### src/rtl/uart_tx_arbiter_if.sv
// Requester-side and UART-side signals of the round-robin UART transmit arbiter.
// The arbiter connects through the slave modport; a requester model uses master.
interface uart_tx_arbiter_if #(
  parameter int N_REQ  = 4,
  parameter int DATA_W = 8,
  parameter int ID_W   = $clog2(N_REQ)
);
  logic [N_REQ-1:0]        req;
  logic [N_REQ-1:0]        lock;
  logic [N_REQ*DATA_W-1:0] req_byte;
  logic [N_REQ-1:0]        ack;
  logic [DATA_W-1:0]       uart_tx_byte;
  logic                    uart_tx_rdy;
  logic [ID_W-1:0]         grant_id;
  logic                    busy;

  modport slave (
    input  req, lock, req_byte,
    output ack, uart_tx_byte, uart_tx_rdy, grant_id, busy
  );

  modport master (
    output req, lock, req_byte,
    input  ack, uart_tx_byte, uart_tx_rdy, grant_id, busy
  );
endinterface

### src/rtl/uart_tx_arbiter.sv
// Round-robin sharing of a busy-less UART transmitter: times each frame itself,
// holds the byte for the whole frame and keeps locked multi-byte messages contiguous.
module uart_tx_arbiter #(
  parameter int N_REQ        = 4,
  parameter int DATA_W       = 8,
  parameter int FRAME_CYCLES = 10,
  parameter int ID_W         = $clog2(N_REQ)
) (
  input  logic              clk,
  input  logic              rst_n,
  uart_tx_arbiter_if.slave  bus
);
  localparam int CNT_W = $clog2(FRAME_CYCLES);

  logic [CNT_W-1:0]  cnt_q,        cnt_d;
  logic [ID_W-1:0]   rr_ptr_q,     rr_ptr_d;
  logic              lock_valid_q, lock_valid_d;
  logic [ID_W-1:0]   lock_owner_q, lock_owner_d;
  logic [ID_W-1:0]   grant_q,      grant_d;
  logic [DATA_W-1:0] byte_q,       byte_d;
  logic              rdy_q,        rdy_d;
  logic [N_REQ-1:0]  ack_q,        ack_d;

  logic [ID_W-1:0]   rr_sel;
  logic [ID_W-1:0]   rr_cand;
  int                rr_idx;
  logic [ID_W-1:0]   sel;
  logic              lock_hit;

  // Scan from the farthest candidate down so the one nearest rr_ptr is written last.
  always_comb begin
    rr_sel  = rr_ptr_q;
    rr_idx  = 0;
    rr_cand = '0;
    for (int i = N_REQ - 1; i >= 0; i--) begin
      rr_idx = int'(rr_ptr_q) + i;
      if (rr_idx >= N_REQ) rr_idx = rr_idx - N_REQ;
      rr_cand = ID_W'(rr_idx);
      if (bus.req[rr_cand]) rr_sel = rr_cand;
    end
  end

  // A held lock whose owner dropped req falls through to round-robin; the
  // launch then overwrites lock_valid with the new winner's lock bit.
  assign lock_hit = lock_valid_q && bus.req[lock_owner_q];
  assign sel      = lock_hit ? lock_owner_q : rr_sel;

  // NOTE: every signal written here gets a default first so no latch is inferred.
  always_comb begin
    cnt_d        = cnt_q;
    rr_ptr_d     = rr_ptr_q;
    lock_valid_d = lock_valid_q;
    lock_owner_d = lock_owner_q;
    grant_d      = grant_q;
    byte_d       = byte_q;
    rdy_d        = 1'b0;
    ack_d        = '0;

    if (cnt_q != '0) begin
      cnt_d = cnt_q - CNT_W'(1);
    end else if (|bus.req) begin
      byte_d       = bus.req_byte[int'(sel)*DATA_W +: DATA_W];
      rdy_d        = 1'b1;
      ack_d        = N_REQ'(1) << sel;
      grant_d      = sel;
      cnt_d        = CNT_W'(FRAME_CYCLES - 1);
      rr_ptr_d     = (sel == ID_W'(N_REQ - 1)) ? '0 : sel + ID_W'(1);
      lock_valid_d = bus.lock[sel];
      lock_owner_d = sel;
    end
  end

  // Reset loads a full guard interval: the UART has no reset and may still be mid-frame.
  // NOTE: sequential state uses non-blocking assignments so all registers update together.
  always_ff @(posedge clk or negedge rst_n) begin
    if (!rst_n) begin
      cnt_q        <= CNT_W'(FRAME_CYCLES - 1);
      rr_ptr_q     <= '0;
      lock_valid_q <= 1'b0;
      lock_owner_q <= '0;
      grant_q      <= '0;
      byte_q       <= '0;
      rdy_q        <= 1'b0;
      ack_q        <= '0;
    end else begin
      cnt_q        <= cnt_d;
      rr_ptr_q     <= rr_ptr_d;
      lock_valid_q <= lock_valid_d;
      lock_owner_q <= lock_owner_d;
      grant_q      <= grant_d;
      byte_q       <= byte_d;
      rdy_q        <= rdy_d;
      ack_q        <= ack_d;
    end
  end

  assign bus.ack          = ack_q;
  assign bus.uart_tx_byte = byte_q;
  assign bus.uart_tx_rdy  = rdy_q;
  assign bus.grant_id     = grant_q;
  assign bus.busy         = (cnt_q != '0);
endmodule

### src/flat_wrapper.sv
// flat-port wrapper written by rule: the top's interface ports become plain ports
module uart_tx_arbiter_flat 
#(
  parameter int N_REQ        = 4,
  parameter int DATA_W       = 8,
  parameter int FRAME_CYCLES = 10,
  parameter int ID_W         = $clog2(N_REQ)
)
  (clk, rst_n, bus_req, bus_lock, bus_req_byte, bus_ack, bus_uart_tx_byte, bus_uart_tx_rdy, bus_grant_id, bus_busy);
  uart_tx_arbiter_if #(.N_REQ(N_REQ), .DATA_W(DATA_W), .ID_W(ID_W)) bus_i ();
  input  logic clk;
  input  logic rst_n;
  input wire logic [$bits(bus_i.req)-1:0] bus_req;
  input wire logic [$bits(bus_i.lock)-1:0] bus_lock;
  input wire logic [$bits(bus_i.req_byte)-1:0] bus_req_byte;
  output wire logic [$bits(bus_i.ack)-1:0] bus_ack;
  output wire logic [$bits(bus_i.uart_tx_byte)-1:0] bus_uart_tx_byte;
  output wire logic [$bits(bus_i.uart_tx_rdy)-1:0] bus_uart_tx_rdy;
  output wire logic [$bits(bus_i.grant_id)-1:0] bus_grant_id;
  output wire logic [$bits(bus_i.busy)-1:0] bus_busy;
  assign bus_i.req = bus_req;
  assign bus_i.lock = bus_lock;
  assign bus_i.req_byte = bus_req_byte;
  assign bus_ack = bus_i.ack;
  assign bus_uart_tx_byte = bus_i.uart_tx_byte;
  assign bus_uart_tx_rdy = bus_i.uart_tx_rdy;
  assign bus_grant_id = bus_i.grant_id;
  assign bus_busy = bus_i.busy;
  uart_tx_arbiter #(.N_REQ(N_REQ), .DATA_W(DATA_W), .FRAME_CYCLES(FRAME_CYCLES), .ID_W(ID_W)) u_core (.clk(clk), .rst_n(rst_n), .bus(bus_i));
endmodule
### config.mk
export PLATFORM = sky130hd
export DESIGN_NAME = uart_tx_arbiter_flat
export DESIGN_NICKNAME = d
export VERILOG_FILES = /design/src/rtl/uart_tx_arbiter_if.sv /design/src/rtl/uart_tx_arbiter.sv /design/src/flat_wrapper.sv
export SDC_FILE = /design/constraint.sdc
export NUM_CORES = 1
export LEC_CHECK = 0
export CAP_MARGIN = 20
export CORE_MARGIN = 2
export CORE_UTILIZATION = 35
export CTS_BUF_LIST = sky130_fd_sc_hd__clkbuf_8 sky130_fd_sc_hd__clkbuf_16
export DETAILED_ROUTE_END_ITERATION = 7
export PLACE_DENSITY = 0.78
export SLEW_MARGIN = 25
export SYNTH_ARGS = -nofsm -noshare
export SYNTH_HDL_FRONTEND = slang
export SYNTH_SLANG_ARGS = --single-unit
### constraint.sdc
create_clock -name clk -period 4.74 [get_ports clk]
set_clock_uncertainty 0.1 [all_clocks]
set_input_delay 0.948 -clock clk [delete_from_list [all_inputs] [get_ports clk]]
set_output_delay 0.948 -clock clk [all_outputs]
set_load 0.02 [all_outputs]
==> summary.log <==
qor: cells_and_area.drive_gt1_frac 0.05650
qor: worst_setup_path.critical-path-top-delay-family multiplexers
qor: worst_setup_path.crit_path_top_delay_cell mux2i_4
qor: cells_and_area.total_area_of_sequential_cells 553.0 µm²
qor: synth.synth_most_common_cell nand2_1
qor: clock_tree.clock_latency 260 ps
qor: synth.yosysWarnings 0
qor: floorplan.placement_rows 21
qor: placement.port_buffers 57
qor: routing.drt-vias-per-instance 4.942
qor: floorplan.floorplan.die.height 63.37 µm
qor: worst_setup_path.crit_fanout 23
qor: global_route.grt_usage 0.1571
qor: cells_and_area.area.growth.synth_to_final 53.14%
qor: synth.synth.cells.most_frequent nand2_1, dfrtp_1, mux2i_1, o221ai_1
qor: power.net-switching-power 459.3 µW
qor: clock_tree.cts_sinks 22
qor: sta.slew_viol_final 0
qor: clock_tree.ctsRootBufferMaster clkbuf_8
qor: sta.timing.setup.tns 0 ps
qor: worst_setup_path.worst_path_class_setup in2reg
qor: synth.dominantRegCellSynth dfrtp_1
qor: hold_path.hold_critical_path_endpoint u_core.bus.uart_tx_byte[5]
qor: worst_setup_path.cp_cell_sequence clkdlybuf4s50_1, mux2_1, nand3b_1, nor2b_4, mux2i_4, mux2i_1, o221ai_1
qor: power.share_clk_of_total_power 0.152
qor: clock_tree.cts.htree.levels 1
qor: global_route.maximum_number_of_pins_on_one_net_before_global_route_repair 24
qor: sta.final-hold-violation-count 0
qor: sta.clock.fmax 294.5 MHz
qor: clock_tree.cts-resized-gates 0
qor: worst_setup_path.r2r.worst_path.cells 6
qor: placement.dp.final_hpwl 2.295 mm
qor: power.power.density_cell_area 605.0 nW/µm²
qor: cells_and_area.insertedDiodeCount 0
qor: sta.worst-slew-pin-transition 972.0 ps
qor: worst_setup_path.buf_inv_on_cp 1
qor: routing.detail_route.wirelength 3.031 mm
qor: power.comb_power_share 0.550
qor: cells_and_area.fin_nets 221
qor: sta.finish_stage_setup_viols 0
qor: synth.post_synth_main_area_contributors dfrtp_1, mux2i_1, nand2_1
qor: routing.wl_per_cell 13.59 µm
qor: run.max-cap-violations 0
qor: synth.synthCells 121
qor: synth.synth_enable_flop_cells 0
qor: worst_setup_path.arrival 3420 ps
qor: clock_tree.post_cts_buffers 0
qor: floorplan.dieWidth 63.37 µm
qor: worst_setup_path.timing.rr.start u_core.lock_owner_q[0]
qor: outcome.run_status completed
qor: routing.total_iterations_of_the_first_detailed_routing_run 4
qor: clock_tree.tritoncts built
qor: synth.synth-seq-cells 22
qor: global_route.grt_most_used_layer met2
qor: sta.finalCriticalPeriod 3396 ps
qor: sta.relSlewSlack 0.3381
qor: sta.final_min_period_over_clock_period 0.7164
qor: floorplan.starting_density_of_the_core 0.3668
qor: worst_setup_path.end_kind register
qor: hold_path.worst_hold_startpoint u_core.bus.uart_tx_byte[5]
qor: cells_and_area.num-fill-cells 303
qor: clock_tree.clk_pin_slew 80 ps
qor: power.share_of_total_power_consumed_by_net_switching 0.4018
qor: power.power.internal 683.7 µW
qor: power.seq_power_share 0.298
qor: power.static-leakage-power 0.8271 nW
qor: routing.drc_viols 0
qor: cells_and_area.multi_input_area 619.3 µm²
qor: synth.fraction_of_registers_with_async_set_or_reset_after_synthesis 1.000
qor: clock_tree.postCtsHoldBufs 0
qor: hold_path.hold_class reg2reg
qor: worst_setup_path.worstPathRequired 4760 ps
qor: routing.ant_nets 0
qor: global_route.grt_overflow 0
qor: global_route.grt_use_met2 0.2671
qor: worst_setup_path.crit-reg2reg-capture u_core.bus.uart_tx_byte[3]
qor: floorplan.core 3363 µm²
qor: global_route.grt_first_pass_wirelength 5.078 mm
qor: synth.ys_seq_area_frac 0.4483
qor: synth.syn-num-nets 164
qor: hold_path.hold_path_depth 2
qor: clock_tree.clock_tree.buffer_depth 2
qor: power.vdd_drop_max 0.3271 mV
qor: worst_setup_path.worst_path_largest_cell_delay 820 ps
qor: synth.synth_area_per_cell 10.20 µm²
qor: placement.gp_routability_congestion 0.7839
qor: routing.first_iter_violations 41
qor: synth.yosys.cell_types.count 32
qor: power.design_power_total 1.143 mW
qor: global_route.first_global_vias 1147
qor: synth.synth_top_area_cell dfrtp_1
qor: worst_setup_path.startpoint_type primary input
qor: floorplan.io_pins 58
qor: sta.rsz0062_at_grt false
qor: global_route.met3_usage 0.03929
qor: clock_tree.numCtsBuffers 3
qor: floorplan.die-area 4016 µm²
qor: global_route.antenna_found_initial 0
qor: worst_setup_path.crit_cells 7
qor: synth.post-synth-top-area-fraction 0.4057
qor: worst_setup_path.r2r_slack 2140 ps
qor: routing.vias 1102
qor: synth.netlist_area 1234 µm²
qor: global_route.globalRouteMet1Util 0.2021
## placed cells by master, fill, tap and decap left out
cell and instances:
clkdlybuf4s50_1 56, nand2_1 23, mux2i_1 20, dfrtp_1 20, o221ai_1 9, nor2_1 5, inv_1 5, nor2b_1 4
o211ai_1 3, o21ai_0 3, clkbuf_8 3, nor4_1 2, nand2b_1 2, a21oi_1 2, o31ai_1 2, dfstp_2 2
nand4b_1 1, mux2_1 1, nand3b_1 1, a211o_1 1, a211oi_1 1, o22ai_1 1, nor2b_4 1, mux2i_4 1
nor3b_1 1, inv_2 1, and2_1 1, nor3_1 1, o21ai_1 1, ha_1 1, bufinv_16 1, buf_2 1
## through the flow
step	hold WS, ps	utilization	std cells	instance area [µm²]	worst slack [ps]
6_report	398.5	0.5618	223	1889	1344
5_1_grt	413.3	0.5618	223	1889	1128
4_1_cts	398.6	0.5632	223	1894	1335
3_5_place_dp	383.6	0.5420	219	1823	1047
3_3_place_gp	376.0	0.5420	219	1823	1190
2_1_floorplan	363.4	-	121	1234	2185
## state kept, by name (all words and copies together) (netlist names)
signal	count
u_core.cnt_q	4
u_core.lock_valid_q	1
u_core.bus.uart_tx_rdy	1
u_core.bus.ack	4
u_core.lock_owner_q	2
u_core.rr_ptr_q	2
u_core.bus.uart_tx_byte	8
## metal layers
metal,part of all wire,vias up
li1,-,549
met2,0.46,45
met3,0.090,2
met5,0,-
met4,0.0063,0
met1,0.44,506
## layout make-up
cell class | instances | share of cell area
inverters | 6 | 0.01192
well taps | 46 | 0.03046
clock inverters | 1 | 0.01589
flip-flops and latches | 22 | 0.2927
clock buffers | 3 | 0.02185
repair buffers | 57 | 0.2993
multi-input cells | 88 | 0.3278
## worst reg2reg max path, stage by stage (launching register included)
cell	delay, ps
dfrtp_1	420
mux2_1	330
nand3b_1	110
nor2b_4	190
mux2i_4	830
mux2i_1	330
o221ai_1	160
## power by group through the flow
stage / clock network [mW] / logic, mW / registers (mW)
detailed placement: 0 / 0.633 / 0.341
global placement: 0 / 0.607 / 0.339
CTS: 0.175 / 0.635 / 0.340
floorplan: 0 / 0.391 / 0.387
global route: 0.183 / 0.689 / 0.353
finish: 0.173 / 0.629 / 0.341
## cell families after synthesis
kind of cell	synth area share
AOI/OAI and AO/OA	0.1369
adders and majority gates	0.01014
buffers and inverters	0.04969
DFF	0.4483
muxes	0.1897
and+or+nand+nor	0.1653
## worst max-delay path by stage
stage	start	end	slack (ps)
6_report	bus_req[1]	u_core.bus.uart_tx_byte[3]	1340
4_1_cts	bus_req[1]	u_core.bus.uart_tx_byte[7]	1340
5_1_grt	bus_req[1]	u_core.bus.uart_tx_byte[3]	1130
3_3_place_gp	bus_req[1]	u_core.rr_ptr_q[1]	1190
3_5_place_dp	bus_req[1]	u_core.bus.uart_tx_byte[3]	1050
2_1_floorplan	bus_req[1]	u_core.rr_ptr_q[1]	2180
No activity file was read; power rests on OpenSTA's default activity.
